==> src/rtl/carfield_ext_req_mux.sv <==
// carfield_ext_req_mux: arbitrates external request ports onto one master port and routes in-order responses back
module carfield_ext_req_mux #(
    parameter int NumPorts       = 2,
    parameter int DataWidth      = 64,
    parameter int MaxOutstanding = 4,
    parameter int FixedPrio      = 0,
    parameter int CntW           = $clog2(MaxOutstanding + 1),
    parameter int IdxW           = (NumPorts > 1) ? $clog2(NumPorts) : 1
) (
    input  logic                          clk_i,
    input  logic                          rst_i,
    input  logic [NumPorts-1:0]           slv_req_valid_i,
    output logic [NumPorts-1:0]           slv_req_ready_o,
    input  logic [NumPorts*DataWidth-1:0] slv_req_data_i,
    output logic [NumPorts-1:0]           slv_rsp_valid_o,
    input  logic [NumPorts-1:0]           slv_rsp_ready_i,
    output logic [NumPorts*DataWidth-1:0] slv_rsp_data_o,
    output logic                          mst_req_valid_o,
    input  logic                          mst_req_ready_i,
    output logic [DataWidth-1:0]          mst_req_data_o,
    output logic [IdxW-1:0]               mst_req_port_o,
    input  logic                          mst_rsp_valid_i,
    output logic                          mst_rsp_ready_o,
    input  logic [DataWidth-1:0]          mst_rsp_data_i,
    output logic [CntW-1:0]               outstanding_o,
    output logic                          unexpected_rsp_o
);
    localparam int PtrW = (MaxOutstanding > 1) ? $clog2(MaxOutstanding) : 1;

    logic [IdxW-1:0] rr_ptr_q, rr_ptr_d, lock_idx_q, lock_idx_d;
    logic [IdxW-1:0] base_idx, scan_idx, arb_idx, gnt_idx, head_idx;
    logic [PtrW-1:0] wr_ptr_q, wr_ptr_d, rd_ptr_q, rd_ptr_d;
    logic [CntW-1:0] cnt_q, cnt_d;
    logic [IdxW-1:0] fifo_q [MaxOutstanding];
    logic            lock_q, lock_d, unexp_q, unexp_d, init_q;
    logic            arb_found, out_en, full, empty, push, pop;

    // Handshakes stay masked while reset is held and for the first cycle after it
    assign out_en   = !rst_i && !init_q;
    assign full     = cnt_q == CntW'(MaxOutstanding);
    assign empty    = cnt_q == '0;
    assign head_idx = fifo_q[rd_ptr_q];

    assign outstanding_o    = cnt_q;
    assign unexpected_rsp_o = unexp_q;
    assign slv_rsp_data_o   = {NumPorts{mst_rsp_data_i}};

    // Search for the first valid port starting at the round-robin pointer (index 0 in fixed-priority mode)
    always_comb begin
        base_idx  = (FixedPrio != 0) ? '0 : rr_ptr_q;
        arb_found = 1'b0;
        arb_idx   = '0;
        scan_idx  = '0;
        for (int i = NumPorts - 1; i >= 0; i--) begin
            scan_idx = IdxW'((int'(base_idx) + i) % NumPorts);
            if (slv_req_valid_i[scan_idx]) begin
                arb_found = 1'b1;
                arb_idx   = scan_idx;
            end
        end
    end

    // A presented but unaccepted grant is held; new grants need free FIFO space (no same-cycle pop bypass)
    always_comb begin
        gnt_idx         = lock_q ? lock_idx_q : arb_idx;
        mst_req_valid_o = out_en && (lock_q ? slv_req_valid_i[lock_idx_q] : (arb_found && !full));
        mst_req_port_o  = gnt_idx;
        mst_req_data_o  = '0;
        for (int i = 0; i < NumPorts; i++)
            if (gnt_idx == IdxW'(i)) mst_req_data_o = slv_req_data_i[i*DataWidth +: DataWidth];
        slv_req_ready_o          = '0;
        slv_req_ready_o[gnt_idx] = mst_req_valid_o && mst_req_ready_i;
    end

    // Responses belong to the oldest in-flight request
    always_comb begin
        mst_rsp_ready_o           = out_en && !empty && slv_rsp_ready_i[head_idx];
        slv_rsp_valid_o           = '0;
        slv_rsp_valid_o[head_idx] = out_en && !empty && mst_rsp_valid_i;
    end

    // Next-state for arbitration, lock, FIFO pointers, in-flight count and error flag
    always_comb begin
        push       = mst_req_valid_o && mst_req_ready_i;
        pop        = mst_rsp_valid_i && mst_rsp_ready_o;
        lock_d     = push ? 1'b0 : (mst_req_valid_o ? 1'b1 : lock_q);
        lock_idx_d = mst_req_valid_o ? gnt_idx : lock_idx_q;
        rr_ptr_d   = push ? IdxW'((int'(gnt_idx) + 1) % NumPorts) : rr_ptr_q;
        wr_ptr_d   = !push ? wr_ptr_q : (wr_ptr_q == PtrW'(MaxOutstanding - 1)) ? '0 : wr_ptr_q + 1'b1;
        rd_ptr_d   = !pop ? rd_ptr_q : (rd_ptr_q == PtrW'(MaxOutstanding - 1)) ? '0 : rd_ptr_q + 1'b1;
        cnt_d      = cnt_q + CntW'(push) - CntW'(pop);
        unexp_d    = unexp_q || (mst_rsp_valid_i && empty);
    end

    // Control state register with synchronous reset
    always_ff @(posedge clk_i) begin
        init_q <= rst_i;
        if (rst_i) begin
            rr_ptr_q   <= '0;
            lock_q     <= 1'b0;
            lock_idx_q <= '0;
            wr_ptr_q   <= '0;
            rd_ptr_q   <= '0;
            cnt_q      <= '0;
            unexp_q    <= 1'b0;
        end else begin
            rr_ptr_q   <= rr_ptr_d;
            lock_q     <= lock_d;
            lock_idx_q <= lock_idx_d;
            wr_ptr_q   <= wr_ptr_d;
            rd_ptr_q   <= rd_ptr_d;
            cnt_q      <= cnt_d;
            unexp_q    <= unexp_d;
        end
    end

    // Originating port of each accepted request, in acceptance order
    always_ff @(posedge clk_i) begin
        if (push) fifo_q[wr_ptr_q] <= gnt_idx;
    end
endmodule

==> config.mk <==
export PLATFORM = sky130hd
export DESIGN_NAME = carfield_ext_req_mux
export DESIGN_NICKNAME = d
export VERILOG_FILES = /design/src/rtl/carfield_ext_req_mux.sv
export SDC_FILE = /design/constraint.sdc
export NUM_CORES = 1
export LEC_CHECK = 0
export ABC_AREA = 1
export BUFFER_PORTS_ARGS = -buffer_cell sky130_fd_sc_hd__buf_2
export CAP_MARGIN = 25
export CORE_AREA = 8 8 149 151
export DETAILED_ROUTE_END_ITERATION = 10
export DIE_AREA = 0 0 157 159
export GPL_TIMING_DRIVEN = 0
export PLACE_DENSITY = 0.42
export SLEW_MARGIN = 20
export SYNTH_ARGS = -nofsm -noshare
export SYNTH_HDL_FRONTEND = slang
export SYNTH_SLANG_ARGS = --single-unit
==> constraint.sdc <==
create_clock -name clk_i -period 3 [get_ports clk_i]
set_input_delay 0.15 -clock clk_i [delete_from_list [all_inputs] [get_ports clk_i]]
set_output_delay 0.15 -clock clk_i [all_outputs]
set_load 0.02 [all_outputs]
==> results of run 1 <==
## routing by layer
metal  vias to the layer above  track usage
met4                         0      0.01442
met1                      1483       0.1023
met3                         4      0.03067
met5                         -            0
met2                       206       0.2081
li1                       1914            -
## critical path: stages, from the launching register on
cell     delay, ns
dfxtp_1       0.37
inv_1         0.11
nand3_1       0.08
o21ai_0       0.08
nand2_1       0.12
nand4_4       0.11
buf_6         0.17
ha_1          0.27
inv_1         0.04
ha_1          0.18
fa_1          0.39
or2_2         0.31
a21oi_1       0.12
## power by group through the flow
stage | clock network, mW | registers [mW] | logic, mW
finish | 0.267 | 0.267 | 0.881
global route | 0.289 | 0.268 | 0.957
CTS | 0.274 | 0.267 | 0.899
detailed placement | 0 | 0.272 | 0.897
global placement | 0 | 0.273 | 0.899
floorplan | 0 | 0.277 | 0.552
## final timing paths
kind | to | start | slack [ns]
max | outstanding_o[2] | outstanding_o[1] | 0.59
min | init_q | rst_i | 0.13
max reg2reg | outstanding_o[2] | outstanding_o[1] | 0.59
min reg2reg | unexpected_rsp_o | unexpected_rsp_o | 0.45
## cells in the mapped netlist
cell type / n / area (µm²)
buf_2: 4 / 20.02
dfxtp_1: 14 / 280.3
fa_1: 1 / 20.02
or2_4: 1 / 8.760
nand3_1: 6 / 30.03
nand4_2: 1 / 12.51
clkbuf_1: 3 / 11.26
ha_1: 7 / 87.58
inv_1: 27 / 101.4
o21ai_1: 1 / 5.000
or2_2: 1 / 6.260
nand2_1: 217 / 814.5
nor2_1: 20 / 75.07
and3_2: 1 / 7.510
buf_4: 135 / 1013
nor2_2: 1 / 6.260
xor2_1: 1 / 8.760
buf_6: 1 / 11.26
o21ai_0: 1 / 5.000
a21oi_1: 5 / 25.02
nand4_4: 1 / 21.27
edfxtp_1: 4 / 120.1
inv_2: 2 / 7.510
nand2_2: 1 / 6.260
o211ai_1: 1 / 7.510
## cells by family (layout without fill, tap and decap cells)
| kind of cell | Yosys count | count (layout) |
|---|---|---|
| adders and majority gates | 8 | 8 |
| buffers and inverters | 172 | 514 |
| DFF | 18 | 18 |
| and+or+nand+nor | 250 | 250 |
| xor gates and xnor gates | 1 | 1 |
| AOI/OAI and AO/OA | 8 | 8 |
## stage by stage
stage                     total power, mW  cell area (µm²)  instances  setup WS, ns  hold slack [ns]
after floorplan                    0.8289             2713        457        0.6261           0.1777
after global placement              1.172             4742       1065        0.5853           0.3891
after detailed placement            1.169             4742       1065        0.6222           0.3905
after CTS                           1.441             4821       1069        0.5707           0.1306
after global routing                1.515             4821       1069        0.4286           0.1320
final                               1.415             4821       1069        0.5940           0.1337
## area by class of cell
| class | instances | area, µm² |
|---|---|---|
| Clock inverter | 1 | 3.754 |
| Fill cell | 2271 | 15020 |
| Timing Repair Buffer | 338 | 1692 |
| Sequential cell | 18 | 400.4 |
| Tap cell | 270 | 337.8 |
| Multi-Input combinational cell | 267 | 1147 |
| Clock buffer | 3 | 75.07 |
| Inverter | 29 | 108.9 |
| Buffer | 143 | 1056 |
==> flow_metrics.tcl, run 1 <==
set metrics [dict create \
    p_comb_frac 0.623 \
    area_growth_pct 77.72 \
    track_usage 0.1035 \
    syn-cell-area_um2 2713 \
    post_cts_resized 0 \
    start_util 0.1367 \
    ir_drop_mv 0.1541 \
    critical_path_class "flop to flop" \
    gp_congestion 0.7767 \
    syn_inst 457 \
    synth_top_family_by_area "buffers and inverters" \
    routed_wl_um 14280 \
    drc_errors 0 \
    core_um2 19840 \
    worst_r2r_path_depth 12 \
    viasPerCell 3.374 \
    wire_per_inst_um 13.36 \
    grt_pass1_wl_um 20470 \
    wl_met3_um 1649 \
    die-area_um2 24960 \
    ys.warnings.count 0 \
    grt.overflow.total 0 \
    dp_hpwl_um 13020 \
    wl_met2_um 7668 \
    layout-drive-gt1-share 0.6133 \
    grt_pass1_vias 3713 \
    status "completed" \
    tritoncts "built" \
    final_common_cell "buf_2" \
    power.density_nw_per_um2 293.4 \
    p_switching_mw 0.6130 \
    cts.htree.levels 1 \
    endpoint_kind "flop" \
    synth_cell_types 25 \
    placement.io_buffers 338 \
    yosys.area_share.simple 0.3644 \
    num_rows 52 \
    swShare 0.4333 \
    setup_tns_ns 0 \
    arrival_ns 2.59 \
    final_max_slew_viol_count 0 \
    chipHeight_um 159 \
    syn_area_per_cell_um2 5.936 \
    clkPwrFrac 0.189 \
    dr.first_iter.drc_count 99 \
    insertion_delay_ns 0.25 \
    cp-start-kind "flop" \
    syn_nets 665 \
    via_count 3607 \
    maxCapViolations 0 \
    antenna_left 0 \
    firstDrtPassIters 4 \
    critical_path_required_ns 3.18 \
    finalNetCount 1008 \
    finalHoldViolations 0 \
    grt_max_degree 15 \
    p_seq_frac 0.189 \
    muxShareOfSynthArea 0 \
    yosysSeqAreaShare 0.1476 \
    setup_viol 0 \
    yosys.area_share.xor_xnor 0.003229 \
    cts_sinks 18 \
    clk_path_buf_depth 2 \
    cts_setup_buffers 0 \
    antenna_found_initial 0 \
    top_layer "met4" \
    final_cell_mix "342 x buf_2, 217 x nand2_1, 135 x buf_4" \
    min_path_type "primary input to flop" \
    internal-power_mw 0.8016 \
    leakagePower_nw 3.119 \
    wl_met1_um 4901 \
    cp_max_fo 10 \
    fp.dieW_um 157 \
    clock_skew_ns 0.001294 \
    final_core_util 0.2429 \
    cts_hold_buf 0 \
    cts-root-buf "clkbuf_16" \
    fmax_mhz 415.6 \
    rsz0062_at_grt "no" \
    synth_seq_cells 18 \
    num_antenna_cells 0 \
    finalCriticalPeriod_ns 2.406 \
    post-route-period-util 0.8020 \
    pin_count 403 \
    cts.clk_slew.worst_paths_ns 0.05 \
    worstMarginPinSlew_ns 0.7643 \
    synthAdderAreaFrac 0.03967 \
    holdPathStages 1 \
    relSlewSlack 0.4904 \
    synth-compound-area-share 0.01568 \
    cts_buffers 3 \
]
No activity file was read; power rests on OpenSTA's default activity.
==> run 2: changes to the inputs <==
--- a/config.mk
+++ b/config.mk
@@ -8,11 +8,11 @@
 export ABC_AREA = 1
 export BUFFER_PORTS_ARGS = -buffer_cell sky130_fd_sc_hd__buf_2
 export CAP_MARGIN = 25
-export CORE_AREA = 8 8 149 151
+export CORE_AREA = 8 8 150 152
 export DETAILED_ROUTE_END_ITERATION = 10
-export DIE_AREA = 0 0 157 159
+export DIE_AREA = 0 0 158 160
 export GPL_TIMING_DRIVEN = 0
-export PLACE_DENSITY = 0.42
+export PLACE_DENSITY = 0.43
 export SLEW_MARGIN = 20
 export SYNTH_ARGS = -nofsm -noshare
 export SYNTH_HDL_FRONTEND = slang
==> constraint.sdc (replaced) <==
create_clock -name clk_i -period 2.1 [get_ports clk_i]
set_input_delay 0.105 -clock clk_i [delete_from_list [all_inputs] [get_ports clk_i]]
set_output_delay 0.105 -clock clk_i [all_outputs]
set_load 0.02 [all_outputs]
==> run 2 against run 1 <==
Sequential share of layout area about the same; cell count increased by 0.37%; worst setup slack got worse by 0.55 ns; non-clock buffer count increased by 4; clock skew increased by 0.0038 ns; wire length increased by 2.2%; critical path depth unchanged; sequential cell count unchanged; power increased by 46%; first-iteration DRC count increased by 1.0%; largest cell class unchanged; largest power group unchanged.
==> flow_metrics.tcl, run 2 (synthesis results as in run 1) <==
set metrics [dict create \
    grt_pass1_wl_um 20640 \
    antenna_left 0 \
    min_from "rst_i" \
    relSlewSlack 0.6799 \
    ir_drop_mv 0.2804 \
    worst_r2r_path_depth 12 \
    dp_slack_ns -0.1198 \
    fmax_mhz 486.1 \
    tritoncts "built" \
    fp.dieW_um 158 \
    die-area_um2 25280 \
    endpoint_kind "flop" \
    grt.overflow.total 0 \
    wire_per_inst_um 13.60 \
    n_fill_cell 2342 \
    internal-power_mw 1.160 \
    gp_congestion 0.7534 \
    leakagePower_nw 3.144 \
    arrival_ns 2.24 \
    num_antenna_cells 0 \
    clkPwrFrac 0.189 \
    holdPathStages 1 \
    timing.rr.start "outstanding_o[0]" \
    maxCapViolations 0 \
    pin_count 403 \
    routed_wl_um 14590 \
    cts.clk_slew.worst_paths_ns 0.06 \
    reg2reg_to "outstanding_o[2]" \
    area_growth_pct 82.61 \
    cts_hold_buf 0 \
    p_comb_frac 0.625 \
    num_rows 52 \
    drc_errors 0 \
    cp_max_fo 3 \
    worstMarginPinSlew_ns 0.4801 \
    track_usage 0.1024 \
    final_cell_mix "341 x buf_2, 215 x nand2_1, 138 x buf_4" \
    finalCriticalPeriod_ns 2.057 \
    post-route-period-util 0.9796 \
    min_path_type "primary input to flop" \
    critical_path_class "flop to flop" \
    grt_pass1_vias 3656 \
    swShare 0.4370 \
    grt_max_degree 15 \
    clk_path_buf_depth 2 \
    critical_path_required_ns 2.28 \
    layout-drive-gt1-share 0.6426 \
    cts.htree.levels 1 \
    final_common_cell "buf_2" \
    insertion_delay_ns 0.25 \
    cp-start-kind "flop" \
    core_um2 20040 \
    dp_hpwl_um 13160 \
    dr.first_iter.drc_count 100 \
    status "completed" \
    final_max_slew_viol_count 0 \
    viasPerCell 3.376 \
    clock_skew_ns 0.005073 \
    chipHeight_um 160 \
    start_util 0.1354 \
    cts_sinks 18 \
    timing.final.ws_setup_ns 0.04279 \
    antenna_found_initial 0 \
    cts-root-buf "clkbuf_16" \
    seqCellArea_um2 410.4 \
    multiInputGateArea_um2 1226 \
    rsz0062_at_grt "yes" \
    firstDrtPassIters 4 \
    via_count 3622 \
    cts_buffers 3 \
    power.density_nw_per_um2 415.9 \
    setup_viol 0 \
    rrSetupSlack_ns 0.04 \
    min_to "init_q" \
    p_switching_mw 0.9001 \
    finalHoldViolations 0 \
    p_seq_frac 0.187 \
    placement.io_buffers 338 \
    power_mw 2.060 \
    finalNetCount 1012 \
]
-- run 2: cell types whose count changed in the layout (fill, tap and decap cells not counted), sizes merged --
cell,change
clkbuf,+1
buf,+3
-- run 2: metal layers --
| layer | global-route usage | vias to the layer above | routed length, µm |
|---|---|---|---|
| met1 | 0.1109 | 1477 | 5350 |
| met4 | 0.01544 | 0 | 123 |
| li1 | - | 1925 | - |
| met3 | 0.03320 | 12 | 1718 |
| met5 | 0 | - | 0 |
| met2 | 0.1918 | 208 | 7398 |
-- run 2: worst max-delay path: stages, from the launching register on --
cell and delay (ns):
dfxtp_4 0.37, inv_2 0.04, nand3_2 0.06, o21ai_1 0.06, nand2_1 0.11, nand4_4 0.10
buf_8 0.14, ha_4 0.25, inv_2 0.04, ha_4 0.14, fa_2 0.34, or2_4 0.25
a21oi_2 0.10
-- run 2: power groups by stage --
stage	Combinational [mW]	Sequential (mW)	Clock, mW
2_1_floorplan	0.792	0.397	0
3_3_place_gp	1.29	0.391	0
3_5_place_dp	1.29	0.391	0
4_1_cts	1.31	0.384	0.392
5_1_grt	1.39	0.386	0.415
6_report	1.29	0.385	0.388
-- run 2: area by class of cell --
| cell class | instances | area share |
|---|---|---|
| timing repair buffer | 342 | 0.3476 |
| tap | 270 | 0.06820 |
| buffer | 143 | 0.2155 |
| sequential | 18 | 0.08285 |
| clock buffer | 3 | 0.01516 |
| inverter | 29 | 0.02248 |
| clock inverter | 1 | 0.0007578 |
| multi-input combinational | 267 | 0.2475 |
-- run 2: stage by stage --
stage                     setup TNS [ns]  cells  hold WS (ns)  area (µm²)    util
after floorplan                 -0.03066    457        0.1327        2749       -
after global placement           -0.1748   1065        0.3433        4778  0.2384
after detailed placement         -0.1505   1065        0.3421        4778  0.2384
after CTS                       -0.03677   1073       0.08165        4927  0.2459
after global routing            -0.07965   1073       0.09007        4954  0.2472
final                                  0   1073       0.08699        4954  0.2472
-- run 2: worst max-delay path by stage --
stage,cells after the start,start,endpoint,slack (ns)
after global placement,12,outstanding_o[1],outstanding_o[2],-0.13
after CTS,12,fifo_q[2],outstanding_o[2],-0.04
after floorplan,12,outstanding_o[1],outstanding_o[2],-0.03
after detailed placement,12,outstanding_o[1],outstanding_o[2],-0.12
after global routing,12,fifo_q[0],outstanding_o[2],-0.08
final,12,outstanding_o[0],outstanding_o[2],0.04
-- run 2: timing repair --
item	4_1_cts	5_1_grt
gates cloned	0	0
hold endpoints to repair	0	0
pin swaps	5	11
endpoints found under the setup margin	6	4
setup buffers	4	0
resized for setup	11	8
==> run 3: changes to the inputs <==
--- a/config.mk
+++ b/config.mk
@@ -8,11 +8,11 @@
 export ABC_AREA = 1
 export BUFFER_PORTS_ARGS = -buffer_cell sky130_fd_sc_hd__buf_2
 export CAP_MARGIN = 25
-export CORE_AREA = 8 8 150 152
+export CORE_AREA = 8 8 149 151
 export DETAILED_ROUTE_END_ITERATION = 10
-export DIE_AREA = 0 0 158 160
+export DIE_AREA = 0 0 157 159
 export GPL_TIMING_DRIVEN = 0
-export PLACE_DENSITY = 0.43
+export PLACE_DENSITY = 0.42
 export SLEW_MARGIN = 20
 export SYNTH_ARGS = -nofsm -noshare
 export SYNTH_HDL_FRONTEND = slang
==> constraint.sdc (replaced) <==
create_clock -name clk_i -period 2 [get_ports clk_i]
set_input_delay 0.1 -clock clk_i [delete_from_list [all_inputs] [get_ports clk_i]]
set_output_delay 0.1 -clock clk_i [all_outputs]
set_load 0.02 [all_outputs]
==> run 3 against run 2 <==
The flow now finishes with violations (setup timing); maximum frequency rose by 1.7%; sequential power is 4% higher; via count grew 0.22%; worst setup slack worse by 0.066 ns; register-to-register slack got worse by 0.07 ns; first-iteration DRC count is 6.0% lower; global-route usage is 0.48 points higher; wire length is 0.34% higher; combinational power increased by 5%; power increased by 6.8%; cell count rose by 0.28%; utilization increased by 0.41 points; critical path type unchanged; critical endpoint unchanged; largest cell class unchanged; largest power group unchanged.
==> flow_metrics.tcl, run 3 (synthesis results as in run 1) <==
set metrics [dict create \
    critical_path_class "flop to flop" \
    cts-root-buf "clkbuf_16" \
    viasPerCell 3.374 \
    grt_max_degree 15 \
    swShare 0.4266 \
    p_switching_mw 0.9383 \
    p_seq_frac 0.183 \
    fmax_mhz 494.3 \
    layout-drive-gt1-share 0.6501 \
    arrival_ns 2.20 \
    routed_wl_um 14640 \
    clk_path_buf_depth 2 \
    design_area_um2 4986 \
    final_common_cell "buf_2" \
    dp_hpwl_um 13240 \
    min_path_type "primary input to flop" \
    firstDrtPassIters 4 \
    placed_cell_area_um2 4778 \
    leakagePower_nw 3.162 \
    cp-start-kind "flop" \
    cts.clk_slew.worst_paths_ns 0.05 \
    rrSetupSlack_ns -0.02 \
    wire_per_inst_um 13.61 \
    crit_path_end "outstanding_o[2]" \
    chipHeight_um 159 \
    reg2reg_to "outstanding_o[2]" \
    finalCriticalPeriod_ns 2.023 \
    setup_tns_ns -0.02317 \
    cp_max_fo 2 \
    antenna_left 0 \
    grt_use_met2 0.2125 \
    worstMarginPinSlew_ns 0.4536 \
    gp_congestion 0.7617 \
    final_max_slew_viol_count 0 \
    timing.rr.start "fifo_q[2]" \
    tritoncts "built" \
    busiest_layer "met2" \
    final_cell_mix "341 x buf_2, 213 x nand2_1, 142 x buf_4" \
    finalNetCount 1015 \
    grt_pass1_wl_um 21310 \
    area_growth_pct 83.81 \
    track_usage 0.1072 \
    post-route-period-util 1.012 \
    dr.first_iter.drc_count 94 \
    start_util 0.1367 \
    cts.htree.levels 1 \
    cts_buffers 3 \
    status "finished, violations left" \
    critPathLaunch "fifo_q[2]" \
    worst_r2r_path_depth 12 \
    setup_viol 1 \
    num_antenna_cells 0 \
    met1_usage 0.1078 \
    timing.final.ws_setup_ns -0.02317 \
    grt_util_met3 0.03393 \
    core_um2 19840 \
    n_fill_cell 2278 \
    num_rows 52 \
    clkPwrFrac 0.200 \
    endpoint_kind "flop" \
    drc_errors 0 \
    cts_sinks 18 \
    grt.overflow.total 0 \
    pin_count 403 \
    finalHoldViolations 0 \
    maxCapViolations 0 \
    antenna_found_initial 0 \
    clock_skew_ns 0.004316 \
    insertion_delay_ns 0.25 \
    placement.io_buffers 338 \
    p_comb_frac 0.617 \
    grt_pass1_vias 3725 \
    relSlewSlack 0.6976 \
    ir_drop_mv 0.2806 \
    critical_path_required_ns 2.18 \
    power.density_nw_per_um2 441.1 \
    violations "setup timing" \
    internal-power_mw 1.261 \
    fp.dieW_um 157 \
    final_core_util 0.2513 \
    via_count 3630 \
    die-area_um2 24960 \
    rsz0062_at_grt "yes" \
]
run 3: repair_timing:
action,4_1_cts,5_1_grt
gates resized for setup,14,11
hold endpoints to repair,0,0
pin swaps,6,5
endpoints found under the setup margin,12,45
setup buffers,7,1
hold buffers,0,0
run 3: worst max-delay path, stage by stage, from the launching register on:
cell and delay, ns:
edfxtp_1 0.37, nand2_2 0.07, nand3_2 0.10, nand2_2 0.11, nand2_2 0.07, nand4_4 0.07
inv_2 0.05, ha_4 0.25, inv_2 0.03, ha_4 0.14, fa_2 0.33, or2_4 0.23
a21oi_2 0.12
run 3: layout make-up:
cell class                 count  area, µm²  share of cell area
buffer                       142       1057              0.2120
clock buffer                   4      88.84             0.01782
inverter                      29      113.9             0.02284
multi-input combinational    267       1226              0.2459
sequential                    18      410.4             0.08231
tap                          270      337.8             0.06775
timing repair buffer         346       1752              0.3513
run 3: metal layers:
metal | up-vias | share of wire
li1 | 1930 | -
met1 | 1481 | 0.35
met2 | 211 | 0.53
met3 | 8 | 0.11
met4 | 0 | 0.0077
met5 | - | 0
run 3: power by group through the flow:
| stage | clock, mW | sequential [mW] | combinational (mW) |
|---|---|---|---|
| 2_1_floorplan | 0 | 0.416 | 0.833 |
| 6_report | 0.440 | 0.402 | 1.36 |
| 4_1_cts | 0.460 | 0.402 | 1.38 |
| 3_5_place_dp | 0 | 0.410 | 1.35 |
| 3_3_place_gp | 0 | 0.410 | 1.36 |
| 5_1_grt | 0.472 | 0.404 | 1.48 |
run 3: through the flow:
stage	std cells	setup slack (ns)	total power, mW	hold slack, ns
2_1_floorplan	457	-0.1284	1.249	0.1277
3_3_place_gp	1065	-0.2191	1.767	0.3403
3_5_place_dp	1065	-0.2341	1.763	0.3375
4_1_cts	1076	-0.03591	2.240	0.07778
5_1_grt	1076	-0.09638	2.352	0.08516
6_report	1076	-0.02317	2.199	0.08454
run 3: how the worst min path moves through the flow:
stage,startpoint,endpoint,slack (ns),cells after the start
after floorplan,rst_i,init_q,0.13,0
after global placement,rst_i,init_q,0.34,1
after detailed placement,rst_i,init_q,0.34,1
after CTS,rst_i,init_q,0.08,1
final,rst_i,init_q,0.08,1
after global routing,rst_i,init_q,0.09,1
